==> config.mk <==
export PLATFORM = sky130hd
export DESIGN_NAME = imem_load_ctrl_flat
export DESIGN_NICKNAME = d
export VERILOG_FILES = /design/src/rtl/imem_load_ctrl_if.sv /design/src/rtl/imem_load_ctrl.sv /design/src/flat_wrapper.sv
export SDC_FILE = /design/constraint.sdc
export NUM_CORES = 1
export LEC_CHECK = 0
export BUFFER_PORTS_ARGS = -buffer_cell sky130_fd_sc_hd__buf_2
export CORE_ASPECT_RATIO = 0.75
export CORE_UTILIZATION = 59
export DETAILED_ROUTE_END_ITERATION = 10
export PLACE_DENSITY = 0.87
export RECOVER_POWER = 100
export SYNTH_ARGS = -nofsm -noshare
export SYNTH_HDL_FRONTEND = slang
export SYNTH_SLANG_ARGS = --single-unit
export TNS_END_PERCENT = 5
==> constraint.sdc <==
create_clock -name clk_int -period 5.2 [get_ports clk_int]
set_input_delay 1.04 -clock clk_int [delete_from_list [all_inputs] [get_ports clk_int]]
set_output_delay 1.04 -clock clk_int [all_outputs]
set_load 0.1 [all_outputs]
==> src/rtl/imem_load_ctrl_if.sv <==
// Write port from the memory-load sequencer into the core's instruction memory.
// The sequencer is the master: it drives the address, the word and the strobe.
interface imem_load_ctrl_if #(
  parameter int ADDR_WIDTH = 10,
  parameter int DATA_BYTES = 5
);
  logic [ADDR_WIDTH-1:0]   imem_write_adr;
  logic [8*DATA_BYTES-1:0] imem_in;
  logic                    imem_write;

  modport master (
    output imem_write_adr,
    output imem_in,
    output imem_write
  );

  modport slave (
    input imem_write_adr,
    input imem_in,
    input imem_write
  );
endinterface

==> src/rtl/imem_load_ctrl.sv <==
// Framed instruction-memory loader: takes bytes strobed in from the pads,
// assembles address and data records, checks a per-word XOR checksum and
// issues single-cycle write commands into the imem port.
module imem_load_ctrl #(
  parameter int ADDR_WIDTH = 10,
  parameter int DATA_BYTES = 5
) (
  input  logic                  clk_int,
  input  logic                  reset,
  input  logic                  load_en,
  input  logic [7:0]            byte_in,
  input  logic                  strobe_in,
  imem_load_ctrl_if.master      imem,
  output logic                  busy,
  output logic                  chk_error,
  output logic                  wrap_error,
  output logic [ADDR_WIDTH:0]   word_count
);

  localparam int WORD_W = 8 * DATA_BYTES;
  localparam int IDX_W  = $clog2(DATA_BYTES + 1);
  localparam logic [IDX_W-1:0] LAST_IDX = IDX_W'(DATA_BYTES - 1);

  typedef enum logic [2:0] {
    S_IDLE,
    S_ADDR_HI,
    S_ADDR_LO,
    S_DATA,
    S_CHECK,
    S_WRITE
  } state_t;

  state_t              state_q, state_d;
  logic [7:0]          byte_s1_q, byte_s1_d, byte_s2_q, byte_s2_d;
  logic                strobe_s1_q, strobe_s1_d, strobe_s2_q, strobe_s2_d;
  logic                strobe_prev_q, strobe_prev_d;
  logic                load_en_prev_q, load_en_prev_d;
  logic [ADDR_WIDTH-1:0] addr_q, addr_d;
  logic [WORD_W-1:0]   word_q, word_d;
  logic [7:0]          xor_q, xor_d;
  logic [IDX_W-1:0]    idx_q, idx_d;
  logic                chk_error_q, chk_error_d;
  logic                wrap_error_q, wrap_error_d;
  logic [ADDR_WIDTH:0] word_count_q, word_count_d;

  logic byte_valid;
  logic load_start;

  // A byte is taken on the first cycle the synchronised strobe is seen high;
  // a load starts on the first cycle load_en is seen high.
  assign byte_valid = strobe_s2_q & ~strobe_prev_q;
  assign load_start = load_en & ~load_en_prev_q;

  // Synchroniser chains, record assembly and sequencing.
  always_comb begin
    byte_s1_d      = byte_in;
    byte_s2_d      = byte_s1_q;
    strobe_s1_d    = strobe_in;
    strobe_s2_d    = strobe_s1_q;
    strobe_prev_d  = strobe_s2_q;
    load_en_prev_d = load_en;

    state_d      = state_q;
    addr_d       = addr_q;
    word_d       = word_q;
    xor_d        = xor_q;
    idx_d        = idx_q;
    chk_error_d  = chk_error_q;
    wrap_error_d = wrap_error_q;
    word_count_d = word_count_q;

    case (state_q)
      S_IDLE: begin
        if (load_start) begin
          chk_error_d  = 1'b0;
          wrap_error_d = 1'b0;
          word_count_d = '0;
          idx_d        = '0;
          xor_d        = '0;
          state_d      = S_ADDR_HI;
        end
      end
      S_ADDR_HI: begin
        if (byte_valid) begin
          // Upper byte bits beyond the address width are simply dropped.
          addr_d  = {byte_s2_q[ADDR_WIDTH-9:0], addr_q[7:0]};
          state_d = S_ADDR_LO;
        end
      end
      S_ADDR_LO: begin
        if (byte_valid) begin
          addr_d  = {addr_q[ADDR_WIDTH-1:8], byte_s2_q};
          state_d = S_DATA;
        end
      end
      S_DATA: begin
        if (byte_valid) begin
          // Shift left so the first data byte ends up in the MSB.
          word_d = WORD_W'({word_q, byte_s2_q});
          xor_d  = xor_q ^ byte_s2_q;
          idx_d  = idx_q + IDX_W'(1);
          if (idx_q == LAST_IDX) begin
            state_d = S_CHECK;
          end
        end
      end
      S_CHECK: begin
        if (byte_valid) begin
          if (byte_s2_q == xor_q) begin
            state_d = S_WRITE;
          end else begin
            // Bad word is thrown away; the address stays for the retry.
            chk_error_d = 1'b1;
            xor_d       = '0;
            idx_d       = '0;
            state_d     = S_DATA;
          end
        end
      end
      S_WRITE: begin
        // The pulse is already on the bus this cycle, so its bookkeeping
        // is done even if load_en drops at the same time.
        if (!(&word_count_q)) begin
          word_count_d = word_count_q + (ADDR_WIDTH+1)'(1);
        end
        if (&addr_q) begin
          wrap_error_d = 1'b1;
        end
        addr_d  = addr_q + ADDR_WIDTH'(1);
        xor_d   = '0;
        idx_d   = '0;
        state_d = S_DATA;
      end
      default: begin
        state_d = S_IDLE;
      end
    endcase

    // Leaving memload mode aborts whatever record is in flight.
    if (!load_en) begin
      state_d = S_IDLE;
    end
  end

  // State register with synchronous reset.
  always_ff @(posedge clk_int) begin
    if (reset) begin
      state_q        <= S_IDLE;
      byte_s1_q      <= '0;
      byte_s2_q      <= '0;
      strobe_s1_q    <= 1'b0;
      strobe_s2_q    <= 1'b0;
      strobe_prev_q  <= 1'b0;
      load_en_prev_q <= 1'b0;
      addr_q         <= '0;
      word_q         <= '0;
      xor_q          <= '0;
      idx_q          <= '0;
      chk_error_q    <= 1'b0;
      wrap_error_q   <= 1'b0;
      word_count_q   <= '0;
    end else begin
      state_q        <= state_d;
      byte_s1_q      <= byte_s1_d;
      byte_s2_q      <= byte_s2_d;
      strobe_s1_q    <= strobe_s1_d;
      strobe_s2_q    <= strobe_s2_d;
      strobe_prev_q  <= strobe_prev_d;
      load_en_prev_q <= load_en_prev_d;
      addr_q         <= addr_d;
      word_q         <= word_d;
      xor_q          <= xor_d;
      idx_q          <= idx_d;
      chk_error_q    <= chk_error_d;
      wrap_error_q   <= wrap_error_d;
      word_count_q   <= word_count_d;
    end
  end

  assign imem.imem_write_adr = addr_q;
  assign imem.imem_in        = word_q;
  assign imem.imem_write     = (state_q == S_WRITE);
  assign busy                = (state_q != S_IDLE);
  assign chk_error           = chk_error_q;
  assign wrap_error          = wrap_error_q;
  assign word_count          = word_count_q;

endmodule

==> src/flat_wrapper.sv <==
// flat-port wrapper written by rule: the top's interface ports become plain ports
module imem_load_ctrl_flat 
#(
  parameter int ADDR_WIDTH = 10,
  parameter int DATA_BYTES = 5
)
  (clk_int, reset, load_en, byte_in, strobe_in, busy, chk_error, wrap_error, word_count, imem_imem_write_adr, imem_imem_in, imem_imem_write);
  imem_load_ctrl_if #(.ADDR_WIDTH(ADDR_WIDTH), .DATA_BYTES(DATA_BYTES)) imem_i ();
  input  logic clk_int;
  input  logic reset;
  input  logic load_en;
  input  logic [7:0] byte_in;
  input  logic strobe_in;
  output logic busy;
  output logic chk_error;
  output logic wrap_error;
  output logic [ADDR_WIDTH:0] word_count;
  output wire logic [$bits(imem_i.imem_write_adr)-1:0] imem_imem_write_adr;
  output wire logic [$bits(imem_i.imem_in)-1:0] imem_imem_in;
  output wire logic [$bits(imem_i.imem_write)-1:0] imem_imem_write;
  assign imem_imem_write_adr = imem_i.imem_write_adr;
  assign imem_imem_in = imem_i.imem_in;
  assign imem_imem_write = imem_i.imem_write;
  imem_load_ctrl #(.ADDR_WIDTH(ADDR_WIDTH), .DATA_BYTES(DATA_BYTES)) u_core (.clk_int(clk_int), .reset(reset), .load_en(load_en), .byte_in(byte_in), .strobe_in(strobe_in), .imem(imem_i), .busy(busy), .chk_error(chk_error), .wrap_error(wrap_error), .word_count(word_count));
endmodule
## Word-level counts from Yosys, hierarchy flattened

Cells that the tools add are included.

- Bits in registers: 97
- Bits of input ports: 12

- Reduce and logical (&&, ||, !) cells: 18
- Bitwise gates (word level): 8
- Eq/ne operators: 16
- Multiplexer cells: 30
- Add/subtract/negate cells: 3

Operators with widths:

| kind | count |
|---|---|
| 8-bit 2-to-1 mux | 5 |
| 3-bit 2-to-1 mux | 11 |
| 8-bit one-hot mux with 4 select lines | 1 |
| 10-bit one-hot mux with 3 select lines | 1 |
| 11-bit 2-to-1 mux | 2 |
| 11-bit one-hot mux with 2 select lines | 1 |
| 3-bit one-hot mux with 6 select lines | 1 |
| 2-bit by 1-bit != test with 1-bit output, second input constant | 7 |
| 3-bit one-hot mux with 4 select lines | 1 |
| 3-bit AND reduction | 4 |
| 11-bit by 1-bit adder with 11-bit output, second input constant | 1 |
| 11-bit AND reduction | 1 |
| 10-bit by 1-bit adder with 10-bit output, second input constant | 1 |
| 10-bit 2-to-1 mux | 1 |
| 10-bit AND reduction | 1 |
| 3-bit == test, second input constant | 3 |
| 8-bit == test | 1 |
| 2-bit nonzero test | 4 |
| 8-bit bitwise XOR | 1 |
| 3-bit by 2-bit == test with 1-bit output, second input constant | 2 |
| 6-bit AND reduction | 1 |
| 1-bit inverter | 5 |
| 5-bit AND reduction | 1 |
| 1-bit 2-to-1 mux | 4 |
| 11 further kinds | 14 |

## Longest topological paths before layout

- Word-level depth: 4
- Gate-level depth with buffers: 7

## Worst setup path after synthesis

Ideal clock, no wire load.

- Path kind: flip-flop to output port
- Start: register u_core.state_q[2]
- End: output port imem_imem_write
- Data required time: 4160 ps
- Setup slack: 2803 ps
- Data arrival time: 1357 ps
- Cell stages (with the launch flop): 6
- Cells stage by stage: dfxtp_1 -> buf_2 -> nand3b_1 -> inv_1 -> buf_2 -> buf_2

- Word-level cells in the longest chain between the ends: 1

RTL lines:

| element | RTL line | source |
|---|---|---|
| from (decl) | imem_load_ctrl.sv:33 | `state_t state_q, state_d;` |
| from (signal assigned) | imem_load_ctrl.sv:163 | `state_q <= state_d;` |
| 3-bit == test | imem_load_ctrl.sv:182 | `assign imem.imem_write = (state_q == S_WRITE);` |
| to (decl) | flat_wrapper.sv:20 | `output wire logic [$bits(imem_i.imem_write)-1:0] imem_imem_write;` |

Every way passes these cells.

==> impl_metrics.yaml <==
job:
  drv.max_cap_violation_count: 3
clock_network:
  clock_insertion_delay_worst_skew_ns: 0.37
  cts_resized: 0
  h-tree-depth: 3
  clock_tree.root_cell: "sky130_fd_sc_hd__clkbuf_8"
  cts_hold_repair.buffers: 0
  clock_tree_from_tritoncts: "yes"
  cts.repair_timing.setup_buffer_count: 0
  cts-buffers-inserted: 9
  tritoncts_num_sinks: 97
  cts.clk_slew.worst_paths_ns: 0.09
  cts_max_path_buffers: 2
detailed_routing:
  drt_iter0_markers: 401
  drt_pass_1_iters: 9
  drt-wirelength-per-cell_um: 15.00
  drc: 4
  routed_wirelength_mm: 9.465
  antenna_left: 0
  routed-via-count: 3724
  vias_per_cell: 5.902
yosys:
  synth_async_sr_flop_share: 0
  synth_largest_area_cell: "sky130_fd_sc_hd__dfxtp_1"
  synth_compound_gate_area_share: 0.2153
  synth_cells: 489
  synth_top_cells_by_area: "sky130_fd_sc_hd__dfxtp_1 48%, sky130_fd_sc_hd__nand2_1 9.5%, sky130_fd_sc_hd__a21oi_1 8.6%"
  synth_simple_gate_area_share: 0.2344
  post_synth_num_cell_types: 54
  avgSynthCellArea_um2: 8.318
  yosys_warnings: 0
  yosys.area_share.xor_xnor: 0.01723
  synth_fa_ha_area_frac: 0.01230
  sequential_cell_area_fraction_in_the_yosys_report: 0.4774
  muxShareOfSynthArea: 0.002461
  synth.ff_latch_count: 97
  synth_nets: 505
  yosysTopAreaCellShare: 0.4774
  syn-cell-area_mm2: 0.004068
  most_used_flip_flop_cell_after_synthesis: "sky130_fd_sc_hd__dfxtp_1"
  synth-edff-count: 0
  combinational_family_with_the_most_area_after_synthesis: "simple AND/OR/NAND/NOR gates"
placement:
  gp_congestion: 0.8691
  detailed_place_hpwl_mm: 6.315
  io_buffer_count: 76
sta:
  hold_viol: 0
  timing.clock.skew_ns: 0.01066
  worstMarginPinSlew_ns: 3.043
  unrepaired_setup_endpoints_after_global_routing: "no"
  maxSlewHeadroom: -1.036
  timing.hold.ws_ns: 0.4444
  final_setup_tns_ns: 0
  maxSlewViolCount: 154
  layout_worst_path_cycle_share: 0.8442
  fin_crit_ns: 4.390
  finalSetupViolCount: 0
  timing.fmax_ghz: 0.2278
floorplan:
  fp.coreArea_mm2: 0.006475
  placementRows: 25
  floorplan.die.height_um: 73.91
  top_level_i_o_count: 77
  fp.dieArea_mm2: 0.007234
  fp.dieW_um: 97.88
  initial_standard_cell_utilization_of_the_core: 0.6282
hold_path:
  hold-path-cell-count: 1
  min_path_type: "flip-flop to flip-flop"
final_layout:
  nNetsFinal: 561
  layout-drive-gt1-share: 0.06182
  syn_to_final_growth_pct: 12.27
  commonest_cells_after_routing_fill_and_taps_aside: "103 x sky130_fd_sc_hd__nand2_1, 97 x sky130_fd_sc_hd__dfxtp_1, 70 x sky130_fd_sc_hd__a21oi_1, 67 x sky130_fd_sc_hd__clkbuf_1, 22 x sky130_fd_sc_hd__nor2b_1"
  most_common_cell_after_layout_fill_and_taps_aside: "sky130_fd_sc_hd__nand2_1"
  num_antenna_cells: 0
setup_path:
  critical_path_arrival_ns: 4.54
  cp_common_cell: "sky130_fd_sc_hd__clkbuf_1"
  setup.worst_path.end_class: "flip-flop"
  path_max_fanout: 64
  critical-path-max-stage-delay_ns: 1.96
  critical_path.slowest_cell: "sky130_fd_sc_hd__clkbuf_1"
  worst-r2r-cell-count: 4
  crit_path_cell_trace: "clkbuf_1 > clkbuf_1 > nor3b_1 > o21ai_0 > o311ai_0"
  timing.critical_path.required_ns: 5.35
  critPathKind: "input port to flip-flop"
  setup.worst_path.start_class: "input port"
grt:
  first_global_vias: 3248
  pin_count_of_the_biggest_net_entering_global_routing: 65
  gr-total-overflow: 0
  gr-usage-met2: 0.4421
  grt_first_pass_wirelength_mm: 15.17
  grt_busiest_layer: "met2"
  groute.layer.met1.usage: 0.3397
  gr_util_all_layers: 0.2636
  globalRouteMet3Util: 0.06089
  antenna_found_initial: 0
power_and_ir_drop:
  internal_power_of_the_cells_mw: 1.064
  swShare: 0.2193
  irDropWorstVdd_uv: 259.0
  leakagePower_nw: 1.458
  clock_power_share: 0.410
  power_switching_mw: 0.2990
  share_seq_of_total_power: 0.555
  power_per_cell_area_mw_per_mm2: 298.5
  combinationalPowerShare: 0.034
run_status:
  run_status: "finished with violations"
  violations: "DRC, capacitance limit, slew limit"
[metrics by stage]
step,utilization,cell area (µm²),worst slack [ns],total power [mW],cells
2_1_floorplan,-,4068,2.803,0.8072,489
3_3_place_gp,0.6833,4424,1.865,0.8191,615
3_5_place_dp,0.6833,4424,1.773,0.8208,615
4_1_cts,0.7198,4661,1.373,1.372,631
5_1_grt,0.7053,4567,0.5526,1.406,631
6_report,0.7053,4567,0.8104,1.363,631
[metal layers]
layer,up-vias,routed length [µm]
met3,15,692
met4,0,114
met1,1711,4100
met5,-,0
met2,165,4558
li1,1833,-
[power by group through the flow]
stage,logic (mW),clock network (mW),registers (mW)
3_3_place_gp,0.0452,0,0.774
2_1_floorplan,0.0354,0,0.772
6_report,0.0466,0.559,0.757
4_1_cts,0.0465,0.569,0.757
5_1_grt,0.0508,0.597,0.758
3_5_place_dp,0.0465,0,0.774
[path summary, 6_finish.rpt]
| kind | end | slack (ns) | from |
|---|---|---|---|
| worst max-delay path | u_core.idx_q[1] | 0.81 | reset |
| worst min register to register | u_core.byte_s2_q[1] | 0.44 | u_core.byte_s1_q[1] |
| worst min-delay path | u_core.byte_s2_q[1] | 0.44 | u_core.byte_s1_q[1] |
| worst max register to register | u_core.xor_q[7] | 1.22 | u_core.strobe_prev_q |
[area by class of cell]
type                    count  area (µm²)
repair buffers             77       301.5
clock buffers              11       151.4
flip-flops and latches     97        1942
multi-input cells         353        1959
well taps                  81       101.3
clock inverters             5       85.08
inverters                   7       26.28
fillers                   560        1908
[sequential cells by signal, summed over array words and instances, names as in the netlist]
signal	count
u_core.idx_q	3
u_core.strobe_prev_q	1
u_core.imem.imem_in	40
u_core.load_en_prev_q	1
u_core.imem.imem_write_adr	10
u_core.byte_s2_q	8
u_core.xor_q	8
u_core.byte_s1_q	8
u_core.strobe_s1_q	1
u_core.wrap_error	1
u_core.chk_error	1
u_core.state_q	3
u_core.word_count	11
u_core.strobe_prev_d	1
[synthesized netlist by cell type, types with 3 or more instances]
library cell / number
sky130_fd_sc_hd__and3_1: 3
sky130_fd_sc_hd__nor3_1: 8
sky130_fd_sc_hd__ha_1: 4
sky130_fd_sc_hd__a31oi_1: 6
sky130_fd_sc_hd__nor2_1: 17
sky130_fd_sc_hd__dfxtp_1: 97
sky130_fd_sc_hd__a311oi_1: 15
sky130_fd_sc_hd__nor3b_1: 4
sky130_fd_sc_hd__o21ai_0: 17
sky130_fd_sc_hd__nor2b_1: 22
sky130_fd_sc_hd__nand4_1: 6
sky130_fd_sc_hd__xnor2_1: 8
sky130_fd_sc_hd__clkbuf_1: 21
sky130_fd_sc_hd__and4_1: 3
sky130_fd_sc_hd__nand3b_1: 3
sky130_fd_sc_hd__or3_1: 3
sky130_fd_sc_hd__nand2_1: 103
sky130_fd_sc_hd__a21oi_1: 70
sky130_fd_sc_hd__buf_2: 10
sky130_fd_sc_hd__o211ai_1: 4
sky130_fd_sc_hd__nand3_1: 8
sky130_fd_sc_hd__nand2b_1: 9
sky130_fd_sc_hd__inv_1: 7
sky130_fd_sc_hd__a211oi_1: 3
[critical path, delay by kind of cell]
kind,cells,cell delay [ns]
buf+inv,2,3.04
compound gates,2,0.31
simple gates,1,0.14
[kinds of logic after synthesis]
group                      after synthesis
AOI/OAI and AO/OA                      141
adders and majority gates                4
DFF                                     97
muxes                                    1
buffers and inverters                   39
and+or+nand+nor                        199
xor gates and xnor gates                 8
No activity file was read; power rests on OpenSTA's default activity.
